===== src/rtl/fetch_queue_pkg.sv =====
// Shared definitions for the instruction fetch queue.
// Holds the IF->ID bus width and default reset PC (as macros so non-package
// code can use them), plus the queue entry type and a PC alignment helper.
`ifndef FETCH_QUEUE_DEFINES
`define FETCH_QUEUE_DEFINES
`define IF_TO_ID_BUS_WIDTH 64
`define RESET_PC_DEFAULT   32'h0000_0000
`endif

package fetch_queue_pkg;

  localparam int unsigned IF_TO_ID_BUS_W   = `IF_TO_ID_BUS_WIDTH;
  localparam logic [31:0] DEFAULT_RESET_PC = `RESET_PC_DEFAULT;

  // One queue entry; packed so that pc lands in the upper half of the bus.
  typedef struct packed {
    logic [31:0] pc;
    logic [31:0] inst;
  } fq_entry_t;

  // Instruction fetches are word aligned; low two address bits are dropped.
  function automatic logic [31:0] align_pc(input logic [31:0] pc);
    return pc & 32'hFFFF_FFFC;
  endfunction

endpackage


===== src/rtl/fq_ram.sv =====
// Fetch queue storage: DEPTH x 64-bit register array.
// Ports: clk; we/waddr/wdata single write port (written on rising edge);
//        raddr/rdata asynchronous read port (combinational, zero latency).
module fq_ram
  import fetch_queue_pkg::*;
#(
  parameter int unsigned DEPTH = 4,
  localparam int unsigned AW   = $clog2(DEPTH)
) (
  input  logic          clk,
  input  logic          we,
  input  logic [AW-1:0] waddr,
  input  fq_entry_t     wdata,
  input  logic [AW-1:0] raddr,
  output fq_entry_t     rdata
);

  fq_entry_t mem_q [DEPTH];
  fq_entry_t mem_d [DEPTH];

  always_comb begin
    mem_d = mem_q;
    if (we) begin
      mem_d[waddr] = wdata;
    end
  end

  // Contents need no reset: the control logic never reads an entry that
  // has not been written since the last reset or flush.
  always_ff @(posedge clk) begin
    mem_q <= mem_d;
  end

  assign rdata = mem_q[raddr];

endmodule


===== src/rtl/fetch_queue.sv =====
// Instruction fetch queue between the IROM and the ID stage.
// Latency: 2 cycles from irom_en to if_to_id_valid on an empty queue;
// sustains 1 instr/cycle. Backpressure: id_allow_in=0 lets the queue fill to
// DEPTH, after which fetch issue stops (irom_en=0) until ID drains an entry.
// Ports:
//   clk, rst                      - clock, async active-high reset
//   redirect_valid, redirect_pc   - EX taken branch/jump: flush and refetch
//   irom_en, irom_adr, irom_inst  - IROM request / 1-cycle-later response
//   id_allow_in                   - ID accepts the head entry this cycle
//   if_to_id_valid, if_to_id_bus  - head entry {pc, inst} and its valid
//   fq_count                      - current queue occupancy
module fetch_queue
  import fetch_queue_pkg::*;
#(
  parameter int unsigned DEPTH    = 4,  // power of two, >= 2
  parameter logic [31:0] RESET_PC = DEFAULT_RESET_PC
) (
  input  logic                        clk,
  input  logic                        rst,
  input  logic                        redirect_valid,
  input  logic [31:0]                 redirect_pc,
  output logic                        irom_en,
  output logic [31:0]                 irom_adr,
  input  logic [31:0]                 irom_inst,
  input  logic                        id_allow_in,
  output logic                        if_to_id_valid,
  output logic [IF_TO_ID_BUS_W-1:0]   if_to_id_bus,
  output logic [$clog2(DEPTH+1)-1:0]  fq_count
);

  localparam int unsigned PW = $clog2(DEPTH);
  localparam int unsigned CW = $clog2(DEPTH+1);
  localparam logic [CW:0] DEPTH_OCC = (CW+1)'(DEPTH);

  // State
  logic [CW-1:0] count_q, count_d;
  logic [PW-1:0] head_q, head_d;
  logic [PW-1:0] tail_q, tail_d;
  logic          inflight_q, inflight_d;
  logic [31:0]   fetch_pc_q, fetch_pc_d;
  logic [31:0]   req_pc_q, req_pc_d;

  // Per-cycle control
  logic          redirect_now;
  logic          pop;
  logic          push;
  logic          issue;
  logic [CW:0]   occ;
  logic [31:0]   issue_adr;
  fq_entry_t     wr_entry;
  fq_entry_t     rd_entry;

  always_comb begin
    // A redirect arriving while reset is held must not leak onto the IROM port.
    redirect_now   = redirect_valid & ~rst;

    // The head is hidden during a redirect: it belongs to the wrong path.
    if_to_id_valid = (count_q != '0) & ~redirect_valid;
    pop            = if_to_id_valid & id_allow_in;

    // A response arriving in a redirect cycle is from the wrong path.
    push           = inflight_q & ~redirect_valid;

    // Credit check: entries held plus the one response still owed, less the
    // entry leaving this cycle. Issuing only while this is below DEPTH is what
    // guarantees the queue never overflows. One extra bit holds occ == DEPTH.
    occ            = {1'b0, count_q} + {{CW{1'b0}}, inflight_q}
                   - {{CW{1'b0}}, pop};
    issue          = ~rst & (redirect_now | (occ < DEPTH_OCC));

    issue_adr      = redirect_now ? align_pc(redirect_pc) : fetch_pc_q;

    // Fetch PC wraps naturally modulo 2^32.
    fetch_pc_d     = issue ? (issue_adr + 32'd4) : fetch_pc_q;
    req_pc_d       = issue ? issue_adr : req_pc_q;
    inflight_d     = issue;

    if (redirect_now) begin
      head_d  = '0;
      tail_d  = '0;
      count_d = '0;
    end else begin
      head_d  = head_q + PW'(pop);
      tail_d  = tail_q + PW'(push);
      count_d = count_q + CW'(push) - CW'(pop);
    end

    wr_entry.pc   = req_pc_q;
    wr_entry.inst = irom_inst;
  end

  always_ff @(posedge clk or posedge rst) begin
    if (rst) begin
      count_q    <= '0;
      head_q     <= '0;
      tail_q     <= '0;
      inflight_q <= 1'b0;
      fetch_pc_q <= RESET_PC;
      req_pc_q   <= RESET_PC;
    end else begin
      count_q    <= count_d;
      head_q     <= head_d;
      tail_q     <= tail_d;
      inflight_q <= inflight_d;
      fetch_pc_q <= fetch_pc_d;
      req_pc_q   <= req_pc_d;
    end
  end

  fq_ram #(
    .DEPTH (DEPTH)
  ) u_fq_ram (
    .clk   (clk),
    .we    (push),
    .waddr (tail_q),
    .wdata (wr_entry),
    .raddr (head_q),
    .rdata (rd_entry)
  );

  assign irom_en      = issue;
  assign irom_adr     = issue_adr;
  assign if_to_id_bus = rd_entry;
  assign fq_count     = count_q;

endmodule


===== config.mk =====
export PLATFORM = sky130hd
export DESIGN_NAME = fetch_queue
export DESIGN_NICKNAME = d
export VERILOG_FILES = /design/src/rtl/fetch_queue_pkg.sv /design/src/rtl/fq_ram.sv /design/src/rtl/fetch_queue.sv
export SDC_FILE = /design/constraint.sdc
export NUM_CORES = 1
export LEC_CHECK = 0
export BUFFER_PORTS_ARGS = -buffer_cell sky130_fd_sc_hd__buf_2
export CORE_ASPECT_RATIO = 0.8
export CORE_MARGIN = 8
export CORE_UTILIZATION = 47
export CTS_BUF_LIST = sky130_fd_sc_hd__clkbuf_8
export CTS_CLUSTER_DIAMETER = 40
export DETAILED_ROUTE_END_ITERATION = 8
export GPL_TIMING_DRIVEN = 0
export PLACE_DENSITY_LB_ADDON = 0.12
export RECOVER_POWER = 50
export SLEW_MARGIN = 15
export SYNTH_ARGS = -nofsm -noshare
export SYNTH_HDL_FRONTEND = slang
export SYNTH_SLANG_ARGS = --single-unit
export TNS_END_PERCENT = 10

===== constraint.sdc =====
create_clock -name clk -period 8.4 [get_ports clk]
set_clock_uncertainty 0.1 [all_clocks]
set_input_delay 1.68 -clock clk [delete_from_list [all_inputs] [get_ports clk]]
set_output_delay 1.68 -clock clk [all_outputs]
set_load 0.05 [all_outputs]

# Word level (Yosys, flattened, before mapping)
# Index checks and enable logic that the tools add are counted.
# classes
mux	10
n_lt_le_gt_ge	4
n_addsub	7
bitwise	10
n_reduce_logical	2
# ops
operator	n
bitwise mux 256 bit	1
2-to-1 mux 64 bit	3
binary-select mux 64 bit (select 2 bit)	1
demux 64 bit (select 2 bit)	1
adder 32 x 3 -> 32 bit, second input constant	1
2-to-1 mux 32 bit	1
greater-or-equal comparator 3 bit, second input constant	2
NOT 2 -> 3 bit	2
bitwise AND 1 bit	5
adder 2 x 1 -> 2 bit	2
adder 3 x 1 -> 4 bit	1
< comparator 4 x 3 -> 1 bit, second input constant	1
2-to-1 mux 2 bit	2
subtractor 4 x 1 -> 4 bit	1
adder 3 x 1 -> 3 bit	1
< comparator 3 x 1 -> 1 bit, second input constant	1
2-to-1 mux 3 bit	1
nonzero test 3 bit	1
subtractor 3 x 1 -> 3 bit	1
NOT 1 bit	2
logical AND 1 bit	1
bitwise OR 1 bit	1
# totals
out_inout_bits	101
word_cells	47
inputBits	68
register_bits	328

# Logic depth before layout (Yosys ltp)
# Gate-level depths: netlist of the first run.
# depth
ltp_word	7
depth_mapped	13
depth_no_buf	10

# By module
# From an unflattened synthesis of the first run, not the netlist that was laid out.
# unflattened
hier_cells	724
area_unflattened_um2	13437.9
# modules_own_cells
mod	seq_area_each_um2	n_inst	cells_per_inst	area_per_inst_um2
fq_ram	7687.4	1	338	9341.5
fetch_queue	1751.7	1	386	4096.4

# Worst setup path before layout of the first run
# Ideal clock, no wire load.
# synth_timing
path_kind	in2reg
startpoint	in redirect_valid
endpoint	reg u_fq_ram.mem_q[192] in the netlist's numbering (enable)
cell_stages	2
required_time_ps	7735
path_buffers	0
slack_ps	1549
setup_time_ps	565
arrival_time_ps	6186
cell_sequence	nand2b_1 -> nor3_1
# synth_via
elab_chain_len	2
# synth_lines
element	line	rtl
start, declared	fetch_queue.sv:20	input logic redirect_valid,
NOT 1 bit	fetch_queue.sv:62	push = inflight_q & ~redirect_valid;
bitwise AND 1 bit	fetch_queue.sv:62	
end signal, assigned	fq_ram.sv:31	mem_q <= mem_d;
end, declared	fq_ram.sv:18	fq_entry_t mem_q [DEPTH];
# Every way passes these cells.
# A chain may end at the register's enable or synchronous reset.

# Final worst setup path of the first run
# layout_timing
startpoint	in rst
endpoint	out irom_en
# layout_via
elab_chain_len	4
# layout_lines
element	line	rtl
start, declared	fetch_queue.sv:19	input logic rst,
NOT 1 bit (*)	fetch_queue.sv:55, fetch_queue.sv:69	
bitwise AND 1 bit	fetch_queue.sv:55	redirect_now = redirect_valid & ~rst;
bitwise OR 1 bit	fetch_queue.sv:69	issue = ~rst & (redirect_now | (occ < DEPTH_OCC));
bitwise AND 1 bit (*)	fetch_queue.sv:69	
end, declared	fetch_queue.sv:22	output logic irom_en,
# Mark *: on every way between the ends. The rest lies on a longest branch, timed or not.

==> results of run 1 <==
cells in the mapped netlist, types with 16 or more instances:
cell type  instances
dfrtp_1           70
nor2_1            49
a21oi_1           38
mux2_2            21
inv_1             23
buf_1             16
nand2_1           56
xnor2_1           25
edfxtp_1         256
mux2i_1           23
mux4_2            64
stage by stage:
stage	hold WS (ps)	worst slack [ps]	total power (uW)	std cells	utilization, %
finish	410.7	1337	5837	1395	56.87
CTS	412.5	1899	5925	1395	57.24
global placement	398.7	-2156	4595	1285	52.67
global route	432.0	958.8	6128	1395	56.87
floorplan	372.4	1549	4009	755	-
detailed placement	406.4	1918	4637	1300	53.64
flip-flops by register name, indices dropped and copies added, names as in the netlist:
signal / flops
u_fq_ram.mem_q: 256
fq_count: 3
head_q: 2
tail_q: 2
fetch_pc_q: 32
inflight_q: 1
req_pc_q: 30
report_power, final:
part	switching, uW	total [uW]	internal [uW]
Clock	599	1270	675
Combinational	1570	2260	684
Sequential	186	2310	2120
Total	2360	5840	3480
area by class of cell:
type                       count  area [um^2]
buffer                        35        155.1
tap                          364        455.4
clock buffer                  56        770.7
inverter                      23        87.58
clock inverter                39        215.2
timing repair buffer         181        985.9
sequential                   326         9439
fill                        2212        11800
multi-input combinational    371         3452
worst max path at each step:
stage	start	end	slack, ps
3_5_place_dp	redirect_valid	irom_en	1920
4_1_cts	redirect_valid	irom_en	1900
3_3_place_gp	redirect_valid	u_fq_ram.mem_q[241]	-2160
5_1_grt	rst	irom_en	960
2_1_floorplan	redirect_valid	u_fq_ram.mem_q[192]	1550
6_report	rst	irom_en	1340
routing by layer:
| layer | vias to the layer above | wire length (um) | GRT usage [%] |
|---|---|---|---|
| li1 | 3387 | - | - |
| met1 | 3807 | 13850 | 25.09 |
| met2 | 239 | 14310 | 29.05 |
| met3 | 33 | 1918 | 4.328 |
| met4 | 0 | 426 | 4.607 |
| met5 | - | 0 | 0 |
worst register-to-register path, cell delays in order, from the launching register on:
cell      delay (ps)
dfrtp_1          450
nor3_1            90
nor2_1           120
nand2_1           80
or2_2            290
ha_1             300
a311oi_1         440
a211o_1          160
buf_2            160
buf_2            320
buf_1            590
a21oi_1          140
cells by family (layout without fill, tap and decap cells):
family | count (synthesis) | after routing | share of synthesized area [%]
flops | 326 | 326 | 71.92
simple gates | 162 | 162 | 6.025
mux | 108 | 108 | 14.54
compound gates | 66 | 66 | 3.089
buf+inv | 58 | 334 | 1.840
xor+xnor | 28 | 28 | 1.868
fa+ha+maj | 7 | 7 | 0.7245
==> flow_metrics.tcl, run 1 <==
set metrics [dict create \
    mostFrequentLayoutCells "edfxtp_1, buf_2, dfrtp_1, mux4_2" \
    root_buffer "clkbuf_8" \
    clock_sinks 326 \
    cts_setup_buffers 0 \
    clk_latency_ps 570 \
    post-route-cell-area_um2 15560 \
    drive_gt1_share_pct 30.26 \
    critPathTopFamily "buffers and inverters" \
    holdPathStages 0 \
    htree_levels 2 \
    place_congestion 0.8184 \
    vias 7466 \
    grt_max_degree 51 \
    start_kind "primary input" \
    setup_viol 0 \
    worst_slew_pin_slew_ps 1570 \
    synth_edf_count 256 \
    clock_path_buffers 3 \
    cts_tree "yes" \
    r2r_cells 11 \
    drv_cap 1 \
    placed_area_um2 14680 \
    max-vdd-ir-drop_mv 0.2225 \
    detail-route-antenna-nets 0 \
    holdCritPathClass "flop to flop" \
    crit_chain "clkbuf_1, clkinvlp_2, buf_16, and3_1, a211o_1, buf_2, buf_2, buf_1, buf_2" \
    outcome "finished, violations left" \
    seq_area_frac_synth_pct 71.92 \
    drv_slew 23 \
    yosysTopAreaCellShare_pct 58.57 \
    cp-end-kind "primary output" \
    start_util_pct 47.97 \
    layout_commonest_cell "edfxtp_1" \
    wirelength_mm 30.50 \
    postSynthAreaPerCell_um2 17.38 \
    hp-start "req_pc_q[31]" \
    drtIter0Drc 406 \
    final-hold-violation-count 0 \
    timing.rr.start "fq_count[1]" \
    worstPathArrival_ps 5280 \
    die-area_um2 33560 \
    p_per_area_nw_per_um2 375.1 \
    antennaDiodeCount 0 \
    cp.required_ps 6620 \
    crit_cells 9 \
    die_y_um 165.5 \
    p_leak_uw 0.005696 \
    final.period_utilization_pct 84.08 \
    area_delta_synth_final_pct 18.56 \
    critical_path_class "primary input to primary output" \
    drt_pass1_iterations 5 \
    clk_pin_slew_worst_paths_ps 60 \
    slowest_delay_ps 1020 \
    setup_tns_ps 0 \
    synthCells 755 \
    reg2reg_slack_ps 5000 \
    antenna_found_initial 0 \
    r2r-end "req_pc_q[13]" \
    max_freq_ghz 0.1416 \
    io-pin-count 169 \
    grt_use_total_pct 18.19 \
    placementRows 54 \
    yosys_warnings 0 \
    grt_pass1_wl_mm 46.79 \
    synth_async_sr_flop_share_pct 21.47 \
    coreArea_um2 27360 \
    cts_resized 0 \
    wl_per_cell_um 21.87 \
    cts_buffers 51 \
    syn_nets 830 \
    synthFlopType "edfxtp_1" \
    hold_buffers 0 \
    critPathMaxFanout 50 \
    grt_pass1_vias 7954 \
    min_period_ps 7063 \
    violations "capacitance limit, slew limit" \
    drc_errors 0 \
    dp_hpwl_mm 21.07 \
    ys_top_cells_by_area "edfxtp_1, dfrtp_1, mux4_2" \
    cp.buffers_inverters 7 \
    die_width_um 202.8 \
    syn_area_um2 13130 \
    cpMaxStageDelayCell "clkinvlp_2" \
    nets 1064 \
    portBuffers 166 \
    synth_cell_type_count 48 \
    rsz0062_at_grt "false" \
    synth.largest_area_cell "edfxtp_1" \
    slew_headroom_pct -4.651 \
    viasPerCell 5.352 \
    overflow 0 \
    holdPathEnd "u_fq_ram.mem_q[255]" \
    synth-seq-cells 326 \
    path_common_cell "buf_2" \
]
No activity file was read; power rests on OpenSTA's default activity.
==> inputs of run 2 (changes only) <==
Clock period 8.4 ns to 7.03 ns, I/O delays scaled along.
==> flow_metrics.tcl, run 2 (synthesized netlist as in run 1, its figures left out) <==
set metrics [dict create \
    dp.cells 1300 \
    layout_commonest_cell "edfxtp_1" \
    violations "capacitance limit, slew limit" \
    drc_errors 0 \
    antenna_found_initial 0 \
    die_width_um 202.8 \
    mostFrequentLayoutCells "edfxtp_1, buf_2, dfrtp_1, mux4_2" \
    wirelength_mm 30.53 \
    drv_slew 23 \
    drtIter0Drc 406 \
    die_y_um 165.5 \
    htree_levels 2 \
    max-vdd-ir-drop_mv 0.2662 \
    fin_cells 1395 \
    max_freq_ghz 0.1656 \
    place_congestion 0.8184 \
    critical_path_class "primary input to primary output" \
    critPathCapture "irom_en" \
    coreArea_um2 27360 \
    setup_viol 0 \
    grt_max_degree 51 \
    critPathTopFamily "buffers and inverters" \
    path_common_cell "buf_2" \
    drt_pass1_iterations 5 \
    p_per_area_nw_per_um2 448.2 \
    nets 1064 \
    slew_headroom_pct -4.651 \
    design_power_total_uw 6976 \
    crit_cells 11 \
    cts_resized 0 \
    cp-end-kind "primary output" \
    placementRows 54 \
    cp.required_ps 5520 \
    viasPerCell 5.361 \
    post-route-cell-area_um2 15560 \
    drive_gt1_share_pct 30.26 \
    clock_path_buffers 3 \
    timing.rr.start "fq_count[1]" \
    min_period_ps 6040 \
    start_kind "primary input" \
    p_leak_uw 0.005701 \
    antennaDiodeCount 0 \
    final.period_utilization_pct 85.91 \
    hold_buffers 0 \
    portBuffers 166 \
    cts_buffers 51 \
    clock_sinks 326 \
    wl_per_cell_um 21.88 \
    cp.buffers_inverters 5 \
    vias 7478 \
    grt_use_total_pct 18.19 \
    rsz0062_at_grt "false" \
    grt_pass1_wl_mm 46.79 \
    cts_tree "yes" \
    die-area_um2 33560 \
    startpoint "redirect_valid" \
    clk_pin_slew_worst_paths_ps 60 \
    crit_chain "clkbuf_1, nor2_1, nand2_1, or2_2, ha_1, a311oi_1, a211o_1, buf_2, buf_2, buf_1, buf_2" \
    holdCritPathClass "flop to flop" \
    whs_ps 410.8 \
    worstPathArrival_ps 4530 \
    detail-route-antenna-nets 0 \
    worst_slew_pin_slew_ps 1570 \
    r2r-end "fetch_pc_q[30]" \
    final-hold-violation-count 0 \
    cts_setup_buffers 0 \
    critPathMaxFanout 11 \
    start_util_pct 47.97 \
    io-pin-count 169 \
    root_buffer "clkbuf_8" \
    cpMaxStageDelayCell "buf_1" \
    largest_register "u_fq_ram.mem_q" \
    overflow 0 \
    placed_area_um2 14680 \
    holdPathStages 0 \
    r2r_cells 11 \
    outcome "finished, violations left" \
    dp_hpwl_mm 21.07 \
    reg2reg_slack_ps 3630 \
    slowest_delay_ps 590 \
    area_delta_synth_final_pct 18.57 \
    reg_top3 "u_fq_ram.mem_q x256, fetch_pc_q x32, req_pc_q x30" \
    largest_reg_flops 256 \
    clk_latency_ps 570 \
    drv_cap 1 \
    grt_pass1_vias 7954 \
]
==> run 2: cell count changes in the layout (fill, tap and decap cells not counted) <==
cell | previous run | this run
clkinvlp_2 | 1 | 0
inv_4 | 0 | 1
==> run 2: metal layers <==
metal,wire [um],GRT usage [%],vias to the layer above,part of all wire (%)
met3,1892,4.328,33,6.2
met5,0,0,-,0
met4,426,4.607,0,1.4
met1,13880,25.09,3822,45
li1,-,-,3386,-
met2,14330,29.05,237,47
==> run 2: worst min-delay path by stage <==
stage	from	to	slack [ps]
floorplan	req_pc_q[4]	u_fq_ram.mem_q[100]	370
global placement	req_pc_q[31]	u_fq_ram.mem_q[127]	400
detailed placement	req_pc_q[7]	u_fq_ram.mem_q[103]	410
CTS	req_pc_q[7]	u_fq_ram.mem_q[103]	410
global route	req_pc_q[22]	u_fq_ram.mem_q[54]	430
finish	req_pc_q[31]	u_fq_ram.mem_q[255]	410
==> run 2: where the power goes <==
part | total [uW] | internal, uW | switching (uW)
Sequential | 2760 | 2540 | 222
Clock | 1520 | 806 | 717
Combinational | 2700 | 817 | 1880
Total | 6980 | 4160 | 2820
==> run 2: area by class of cell <==
cell class / count / area [um^2]
clock buffer: 56 / 770.7
buffer: 35 / 155.1
sequential: 326 / 9439
clock inverter: 39 / 215.2
multi-input combinational: 371 / 3452
tap: 364 / 455.4
inverter: 23 / 88.84
timing repair buffer: 181 / 985.9
fill: 2212 / 11800
==> run 2: stage by stage <==
stage                     util [%]  TNS, ps  worst slack, ps
after global placement       52.67  -275330            -3252
after detailed placement     53.64        0             1096
after CTS                    57.24        0             1077
after global routing         56.87        0            722.6
final                        56.87        0            990.5
after floorplan                  -        0            452.7
==> inputs of run 3 (changes only) <==
Settings changed: PLACE_DENSITY set to 0.67, PLACE_DENSITY_LB_ADDON 0.12 to not set.
==> flow_metrics.tcl, run 3 (synthesized netlist as in run 1, its figures left out) <==
set metrics [dict create \
    io-pin-count 169 \
    start_util_pct 47.97 \
    holdCritPathClass "flop to flop" \
    placed_area_um2 14720 \
    critical_path_class "primary input to primary output" \
    post-route-cell-area_um2 15630 \
    detail-route-antenna-nets 0 \
    wl_per_cell_um 21.90 \
    setup_ws_ps 967.7 \
    final.period_utilization_pct 86.24 \
    start_kind "primary input" \
    hold_buffers 0 \
    drt_pass1_iterations 5 \
    reg2reg_slack_ps 3600 \
    nets 1066 \
    clk_pin_slew_worst_paths_ps 60 \
    grt_use_total_pct 18.51 \
    antennaDiodeCount 0 \
    coreArea_um2 27360 \
    setup_viol 0 \
    grt_pass1_wl_mm 47.60 \
    largest_reg_flops 256 \
    die_width_um 202.8 \
    drv_slew 25 \
    placementRows 54 \
    p_int_uw 4163 \
    clk_latency_ps 580 \
    wirelength_mm 30.62 \
    design_power_total_uw 6987 \
    cts_tree "yes" \
    pre_cts_slack_ps 1100 \
    holdPathStages 0 \
    vias 7595 \
    clock_path_buffers 3 \
    critPathMaxFanout 11 \
    holdPathEnd "u_fq_ram.mem_q[49]" \
    drtIter0Drc 471 \
    portBuffers 166 \
    overflow 0 \
    mostFrequentLayoutCells "edfxtp_1, buf_2, dfrtp_1, mux4_2" \
    cp-end-kind "primary output" \
    largest_register "u_fq_ram.mem_q" \
    fill_cells 2209 \
    die-area_um2 33560 \
    drive_gt1_share_pct 30.08 \
    combPwrFrac_pct 38.7 \
    slew_headroom_pct -10.90 \
    reg_top3 "u_fq_ram.mem_q x256, fetch_pc_q x32, req_pc_q x30" \
    htree_levels 2 \
    cts_resized 0 \
    drc_errors 0 \
    cp.required_ps 5520 \
    p_per_area_nw_per_um2 447.1 \
    grt_max_degree 44 \
    r2r_cells 11 \
    drv_cap 1 \
    worst_slew_pin_slew_ps 1663 \
    violations "capacitance limit, slew limit" \
    viasPerCell 5.433 \
    antenna_found_initial 0 \
    clock_sinks 326 \
    hp-start "req_pc_q[17]" \
    area_delta_synth_final_pct 19.07 \
    worstPathArrival_ps 4560 \
    r2r-end "req_pc_q[9]" \
    grt_pass1_vias 8184 \
    switching_share_pct 40.42 \
    rsz0062_at_grt "false" \
    max-vdd-ir-drop_mv 0.3014 \
    cts_buffers 51 \
    layout_commonest_cell "edfxtp_1" \
    timing.rr.start "fq_count[1]" \
    outcome "finished, violations left" \
    place_congestion 0.8517 \
    final-hold-violation-count 0 \
    min_period_ps 6062 \
    p_clk_share_pct 21.8 \
    die_y_um 165.5 \
    dp_hpwl_mm 21.48 \
    pwr-share-seq_pct 39.5 \
    p_leak_uw 0.005738 \
    switching_power_uw 2824 \
    root_buffer "clkbuf_8" \
    max_freq_ghz 0.1650 \
    cts_setup_buffers 0 \
]
[run 3: cell count changes in the layout (fill, tap and decap cells not counted)]
cell | before | now
inv_1 | 45 | 51
clkinv_1 | 8 | 4
buf_16 | 2 | 5
buf_6 | 6 | 4
clkbuf_1 | 48 | 50
clkinv_2 | 3 | 1
buf_4 | 5 | 4
clkinvlp_4 | 2 | 3
[run 3: layout make-up]
class	instances	area (um^2)	area share (%)
multi-input combinational	371	3452	22.09
tap	364	455.4	2.914
clock inverter	40	220.2	1.409
clock buffer	56	770.7	4.932
sequential	326	9439	60.40
inverter	23	88.84	0.5685
buffer	35	155.1	0.9928
timing repair buffer	183	1046	6.693
[run 3: through the flow]
stage / utilization, % / instances / hold slack [ps] / TNS [ps]
after floorplan: - / 755 / 372.4 / 0
after global placement: 52.67 / 1285 / 401.2 / -293400
after detailed placement: 53.78 / 1302 / 410.6 / 0
after CTS: 57.40 / 1398 / 419.3 / 0
after global routing: 57.11 / 1398 / 440.8 / 0
final: 57.11 / 1398 / 411.9 / 0
[run 3: how the worst max path moves through the flow]
| stage | startpoint | cells after the start | slack (ps) | endpoint |
|---|---|---|---|---|
| 2_1_floorplan | redirect_valid | 2 | 450 | u_fq_ram.mem_q[192] |
| 3_3_place_gp | redirect_valid | 3 | -3560 | u_fq_ram.mem_q[201] |
| 3_5_place_dp | redirect_valid | 11 | 1100 | irom_en |
| 4_1_cts | redirect_valid | 11 | 1090 | irom_en |
| 5_1_grt | redirect_valid | 11 | 740 | irom_en |
| 6_report | redirect_valid | 11 | 970 | irom_en |
[run 3: worst max-delay path, cell delays in order]
cell and delay [ps]:
clkbuf_1 210, nor2_1 190, nand2_1 90, or2_2 300, ha_1 290, a311oi_1 420, a211o_1 150, buf_2 180
buf_2 340, buf_1 580, buf_2 390
[run 3: per-layer routing]
layer | vias to the layer above | wire length [um] | GRT usage [%]
met3 | 41 | 2128 | 4.250
met5 | - | 0 | 0
met4 | 0 | 495 | 4.607
met1 | 3892 | 13790 | 25.67
met2 | 275 | 14210 | 29.55
li1 | 3387 | - | -
[run 3: power by group through the flow]
stage | clock network [uW] | logic (uW) | registers, uW
finish | 1520 | 2710 | 2760
CTS | 1560 | 2760 | 2760
global placement | 0 | 2670 | 2810
global route | 1640 | 2890 | 2800
floorplan | 0 | 2030 | 2760
detailed placement | 0 | 2750 | 2790
